`src/rtl/sram_piso_reader.sv`:
```
// Reads one SRAM row on request and streams the captured word out serially,
// LSB first, under a valid/ready handshake. All outputs are registered.
module sram_piso_reader #(
  parameter int ROWS    = 16,
  parameter int COLS    = 8,
  parameter int TIMEOUT = 15,
  localparam int AW = (ROWS > 1) ? $clog2(ROWS) : 1,
  localparam int CW = (COLS > 1) ? $clog2(COLS) : 1,
  localparam int WW = $clog2(TIMEOUT + 1)
) (
  input  logic            clk,
  input  logic            arst_n,
  input  logic            req,
  input  logic [AW-1:0]   req_addr,
  output logic            req_ready,
  output logic            sram_r_en,
  output logic [AW-1:0]   sram_addr,
  input  logic            sram_data_valid,
  input  logic [COLS-1:0] sram_data_out,
  output logic            serial_out,
  output logic            ser_valid,
  input  logic            ser_ready,
  output logic            ser_last,
  output logic            addr_err,
  output logic            timeout_err
);

  typedef enum logic [1:0] {IDLE, READ, SHIFT} state_t;

  localparam logic [CW-1:0] LAST_BIT = CW'(COLS - 1);
  localparam logic [WW-1:0] WAIT_MAX = WW'(TIMEOUT - 1);

  state_t          state;
  logic [COLS-1:0] shreg;
  logic [CW-1:0]   bit_cnt;
  logic [WW-1:0]   wait_cnt;
  logic            addr_ok;

  // Out-of-range rows only exist when ROWS is not a power of two.
  generate
    if ((1 << AW) == ROWS) begin : g_full_range
      assign addr_ok = 1'b1;
    end else begin : g_part_range
      assign addr_ok = (req_addr < AW'(ROWS));
    end
  endgenerate

  assign serial_out = shreg[0];

  always_ff @(posedge clk or negedge arst_n) begin
    if (!arst_n) begin
      state       <= IDLE;
      req_ready   <= 1'b1;
      sram_r_en   <= 1'b0;
      sram_addr   <= '0;
      ser_valid   <= 1'b0;
      ser_last    <= 1'b0;
      addr_err    <= 1'b0;
      timeout_err <= 1'b0;
      shreg       <= '0;
      bit_cnt     <= '0;
      wait_cnt    <= '0;
    end else begin
      addr_err    <= 1'b0;
      timeout_err <= 1'b0;
      case (state)
        IDLE: begin
          if (req) begin
            if (addr_ok) begin
              sram_addr <= req_addr;
              sram_r_en <= 1'b1;
              wait_cnt  <= '0;
              req_ready <= 1'b0;
              state     <= READ;
            end else begin
              addr_err <= 1'b1;
            end
          end
        end
        READ: begin
          // Data arriving on the final wait cycle still wins over the timeout.
          if (sram_data_valid) begin
            shreg     <= sram_data_out;
            sram_r_en <= 1'b0;
            bit_cnt   <= '0;
            ser_valid <= 1'b1;
            ser_last  <= (COLS == 1);
            state     <= SHIFT;
          end else if (wait_cnt == WAIT_MAX) begin
            sram_r_en   <= 1'b0;
            timeout_err <= 1'b1;
            req_ready   <= 1'b1;
            state       <= IDLE;
          end else begin
            wait_cnt <= wait_cnt + 1'b1;
          end
        end
        SHIFT: begin
          if (ser_ready) begin
            shreg <= shreg >> 1;
            if (bit_cnt == LAST_BIT) begin
              bit_cnt   <= '0;
              ser_valid <= 1'b0;
              ser_last  <= 1'b0;
              req_ready <= 1'b1;
              state     <= IDLE;
            end else begin
              bit_cnt  <= bit_cnt + 1'b1;
              ser_last <= ((bit_cnt + 1'b1) == LAST_BIT);
            end
          end
        end
        default: begin
          state     <= IDLE;
          req_ready <= 1'b1;
          sram_r_en <= 1'b0;
          ser_valid <= 1'b0;
          ser_last  <= 1'b0;
        end
      endcase
    end
  end

endmodule

```
`config.mk`:
```
export PLATFORM = sky130hd
export DESIGN_NAME = sram_piso_reader
export DESIGN_NICKNAME = d
export VERILOG_FILES = /design/src/rtl/sram_piso_reader.sv
export SDC_FILE = /design/constraint.sdc
export NUM_CORES = 1
export LEC_CHECK = 0
export ABC_AREA = 1
export BUFFER_PORTS_ARGS = -buffer_cell sky130_fd_sc_hd__buf_2
export CORE_ASPECT_RATIO = 1.2
export CORE_MARGIN = 5
export CORE_UTILIZATION = 40
export DETAILED_ROUTE_END_ITERATION = 6
export GPL_ROUTABILITY_DRIVEN = 0
export SLEW_MARGIN = 10
export SYNTH_ARGS = -nofsm -noshare
export SYNTH_HDL_FRONTEND = slang
export SYNTH_SLANG_ARGS = --single-unit
```
`constraint.sdc`:
```
create_clock -name clk -period 1.2 [get_ports clk]
set_input_delay 0.12 -clock clk [delete_from_list [all_inputs] [get_ports clk]]
set_output_delay 0.12 -clock clk [all_outputs]
set_load 0.1 [all_outputs]
```
## Yosys cells after proc, flatten, opt, wreduce, memory -nomap -nowiden

Index checks and enable logic that the tools add are counted.

| cells by class | value |
|---|---|
| add/subtract/negate cells | 2 |
| equal/unequal tests | 13 |
| muxes and demuxes | 38 |
| bitwise logic cells | 2 |
| reductions and logical operators | 11 |

Operators with widths:

| kind | number |
|---|---|
| 2-to-1 mux 1 bit | 17 |
| 2-to-1 mux 8 bit | 2 |
| case mux 8 bit (2 select lines) | 1 |
| != test 2 bit (second input constant) | 7 |
| 2-to-1 mux 4 bit | 3 |
| case mux 1 bit (3 select lines) | 4 |
| AND reduction 4 bit | 3 |
| 2-to-1 mux 2 bit | 5 |
| 2-to-1 mux 3 bit | 3 |
| AND reduction 3 bit | 3 |
| case mux 4 bit (2 select lines) | 1 |
| equality test 3 bit (second input constant) | 2 |
| case mux 2 bit (3 select lines) | 1 |
| case mux 3 bit (2 select lines) | 1 |
| AND reduction 5 bit | 1 |
| adder 4 x 1 -> 4 bit (second input constant) | 1 |
| equality test 4 bit (second input constant) | 1 |
| nonzero test 2 bit | 2 |
| adder 3 x 1 -> 3 bit (second input constant) | 1 |
| != test 3 bit (second input constant) | 1 |
| equality test 2 x 1 -> 1 bit (second input constant) | 1 |
| equality test 2 bit (second input constant) | 1 |
| zero test 2 bit | 1 |
| NOT 1 bit | 2 |
| AND reduction 2 bit | 1 |

| word-level totals | value |
|---|---|
| bits in registers | 26 |
| input bits | 17 |
| output and inout bits | 11 |
| word-level logic and storage cells | 76 |

## Depth between registers and ports, before layout

| depth | value |
|---|---|
| depth in word-level cells | 5 |
| depth in mapped cells | 7 |
| mapped depth without buffers | 7 |

## Worst setup path before layout

No wires, ideal clock.

| timing | value |
|---|---|
| path type | reg-to-reg |
| start | register shreg[0] (netlist name) |
| end | register shreg[0] |
| library setup time | 0.074 ns |
| arrival time | 1.152 ns |
| data required time | 1.126 ns |
| path slack | -0.026 ns |
| cell stages (with the launch flop) | 3 |
| path buffers | 0 |
| clock period less this slack | 1.226 ns |
| path through | dfrtp_1 nor2_1 a21oi_2 |

RTL lines:

| element | RTL line | RTL |
|---|---|---|
| to (signal assigned) | 83 | `shreg <= sram_data_out;` |
| to (signal assigned) | 100 | `shreg <= shreg >> 1;` |
| to (decl) | 34 | `logic [COLS-1:0] shreg;` |

## Final worst setup path

| timing | value |
|---|---|
| start | register state[0] |
| end | register ser_last |

| between the ends | value |
|---|---|
| word-level cells in the longest chain between the ends | 3 |
| elaborated cells on any way between the ends | 8 |
| classes of those cells | 4 x eq/ne; 1 x mux; 1 x bitwise; 2 x reduce/logical |

Ends and longest elaborated chain:

| element | RTL line | RTL |
|---|---|---|
| from (decl) | 33 | `state_t state;` |
| from (signal assigned) | 52 | `state <= IDLE;` |
| from (signal assigned) | 74 | `state <= READ;` |
| from (signal assigned) | 88 | `state <= SHIFT;` |
| equality test 2 x 1 -> 1 bit, or another cell as far along | 66 | `case (state)` |
| != test 2 bit (no line) / NOT 1 bit (equally long branches) | -- |  |
| AND reduction 3 bit (no line) | -- |  |
| to (signal assigned) | 87 | `ser_last <= (COLS == 1);` |
| to (signal assigned) | 109 | `ser_last <= ((bit_cnt + 1'b1) == LAST_BIT);` |
| to (decl) | 23 | `output logic ser_last,` |

Parallel ways exist; a longest one is shown, timed or not.
A chain may end at the register's enable or synchronous reset.

==> metrics <==
Max VDD drop=about 2200 uV; CTS tree=done; PwrDens=about 2800 mW/mm^2; Synth Area in Compound Gates=10.5%; diode count=0; Clock Path Buffers=2; hpwl dp=between 2000 and 2500 um; Max Freq=824 MHz; drt drc=0; final worst setup slack=-0.0134 ns; final hold violations=0; max_cap viols=0; multiplexer share of the synthesized area=0%; Worst Clk Skew=0.0130 ns; clk sinks=26; RSZ-0062 raised after global routing=true; Die X=62.0 um; Synth Area in XOR/XNOR=less than 1%; top cell type's share of synthesized area=48.3%; failing checks=negative setup slack; setup violators final=4; vias in the first global route=1151; Synth Register Bits=26; metal2 WL=between 1500 and 2000 um; sequential area share after synthesis=about 50%; Vias/cell=4.94; largest net degree at the start of global routing=16; CP arrival=~1.5 ns; Tot GR Track Use=around 14%; io pins=28; CTS buffer count=3; die footprint=roughly 0.0045 mm^2; drt first pass iters=5; GRT overflow=0; Slew Limit Fails=0; setup_tns=-0.0189 ns; layout cells sized above 1=about 42%; fin nets=225; routed vias=1176; multi-input logic area=approximately 670 um^2; synthesized area=roughly 0.0013 mm^2; area grow syn2layout=48.0%; Setup CP Type=reg -> reg; Leak=about 0.96 nW; 1st-iter DRT viols=32; Port Buffers=26; htree depth=1; Worst-Skew Late Latency=between 0.3 and 0.4 ns; drt total wl=roughly 3000 um; average routed wire per standard cell=between 10 and 15 um; Placed Area=0.00167 mm^2; Adder-Cell Fraction of Synth Area=under 10%; uppermost layer routed=met4; fin crit share=101%; CP Max Fanout=3; post-synthesis simple-gate area fraction=25.2%; antenna violations before repair=0; metal3 WL=122 um; hold crit path type=in -> reg; Area contributors post-synth=dfrtp_1 (48%), nand2_1 (12%), nand3_1 (5.8%); Synth cell types=24; Clk Tree Root Cell=clkbuf_4; syn avg cell area=8.42 um^2; final instance area=0.00192 mm^2; first-pass GRT wire length=~4900 um; Yosys top cell by area=dfrtp_1; DRT met1 WL=around 1300 um; Die Y=72.4 um; main combinational cell family by area after synthesis=simple AND/OR/NAND/NOR gates; gate count of the mapped netlist=roughly 150; CP startpoint kind=flop; sequential cell area=654 um^2; YS warnings=0; fill count=between 200 and 300; Cell Rows=22; Setup crit end kind=flop; Detail Route Antenna Nets=0; Reg clk slew, reported paths=roughly 0.15 ns; post-route core utilization=between 60 and 70%; Initial Util=42.0%; min cycle time layout=roughly 1.2 ns; Worst EP required=between 1 and 1.5 ns; status=finished, violations left; Mapped Nets=between 150 and 200; Core Box Area=0.00308 mm^2
-- critical path, stage by stage (launching register included) --
cell	delay [ns]
dfrtp_1	0.44
buf_4	0.15
nor2_4	0.12
buf_4	0.12
inv_1	0.06
nand3_1	0.11
nand2_1	0.06
o21ai_1	0.07
-- synth_stat cells, drive strengths merged --
cell type	n
a21oi	2
buf	4
conb	1
dfrtp	25
dfstp	1
ha	5
inv	20
nand2	45
nand2b	1
nand3	16
nand3b	1
nand4	2
nor2	7
o21ai	23
xor2	1
-- repair_timing --
action                                 in CTS  in global routing
endpoints found under the hold margin      27                  1
pin swaps                                   9                  6
cloned                                      1                  0
gates resized for setup                    21                 22
setup buffers                               2                  2
setup endpoints to repair                  22                 20
hold buffers                                2                  1
-- where the power goes --
part / internal (mW) / switching (mW) / total [mW]
logic: 1.26 / 2.12 / 3.38
registers: 1.23 / 0.254 / 1.48
clock network: 0.186 / 0.278 / 0.464
-- metal layers --
| metal | GRT usage, % | up-vias |
|---|---|---|
| met2 | 23.8 | 26 |
| met3 | 1.96 | 9 |
| met5 | 0 | - |
| li1 | - | 586 |
| met1 | 17.3 | 555 |
| met4 | 8.02 | 0 |
-- through the flow --
step	total power [mW]	hold WS [ns]	instances	worst slack [ns]
6_report	5.32	0.0149	238	-0.0134
3_5_place_dp	4.41	0.0346	226	-0.126
3_3_place_gp	4.33	0.0344	226	-0.00893
5_1_grt	5.65	0.0112	238	-0.0711
4_1_cts	5.14	0.00745	235	-0.0190
2_1_floorplan	3.40	-0.176	154	0.0165
-- final cells by class --
cell class / count / area share (%)
multi-input cells: 104 / 35.0
inverters: 20 / 3.91
clock buffers: 4 / 1.89
well taps: 36 / 2.35
flip-flops and latches: 26 / 34.1
repair buffers: 48 / 22.7
-- final timing paths --
| kind | from | endpoint | slack [ns] | depth (start not counted) |
|---|---|---|---|---|
| max in group asynchronous | arst_n | sram_addr[3] | 0.62 | 3 |
| min in group asynchronous | arst_n | bit_cnt[2] | 0.19 | 2 |
| min | req_addr[0] | sram_addr[0] | 0.01 | 3 |
| min reg2reg | req_ready | req_ready | 0.49 | 2 |
| max reg2reg | state[0] | ser_last | -0.01 | 7 |
| max | state[0] | ser_last | -0.01 | 7 |
-- flip-flops by register name, indices dropped and copies added (netlist names) --
name         cells
ser_valid        1
sram_r_en        1
timeout_err      1
ser_last         1
state            2
req_ready        1
sram_addr        4
bit_cnt          3
shreg            8
wait_cnt         4
-- cell families after synthesis --
group | after synthesis
other | 1
buffers and inverters | 24
xor gates and xnor gates | 1
DFF | 26
AOI/OAI and AO/OA | 25
and+or+nand+nor | 72
adders and majority gates | 5
-- cells in the final DEF, fill, tap and decap left out, drive strengths merged --
| master | netlist | final |
|---|---|---|
| nand4 | 2 | 2 |
| clkbuf | 0 | 4 |
| nand2b | 1 | 1 |
| nand3 | 16 | 16 |
| ha | 5 | 5 |
| nand2 | 45 | 45 |
| xor2 | 1 | 1 |
| conb | 1 | 1 |
| o21ai | 23 | 23 |
| buf | 4 | 45 |
| a21oi | 2 | 2 |
| dfrtp | 25 | 25 |
| nor2 | 7 | 7 |
| nand3b | 1 | 1 |
| dfstp | 1 | 1 |
| inv | 20 | 20 |
| dlygate4sd3 | 0 | 3 |
Note: power is estimated with default switching activity, not from simulation.
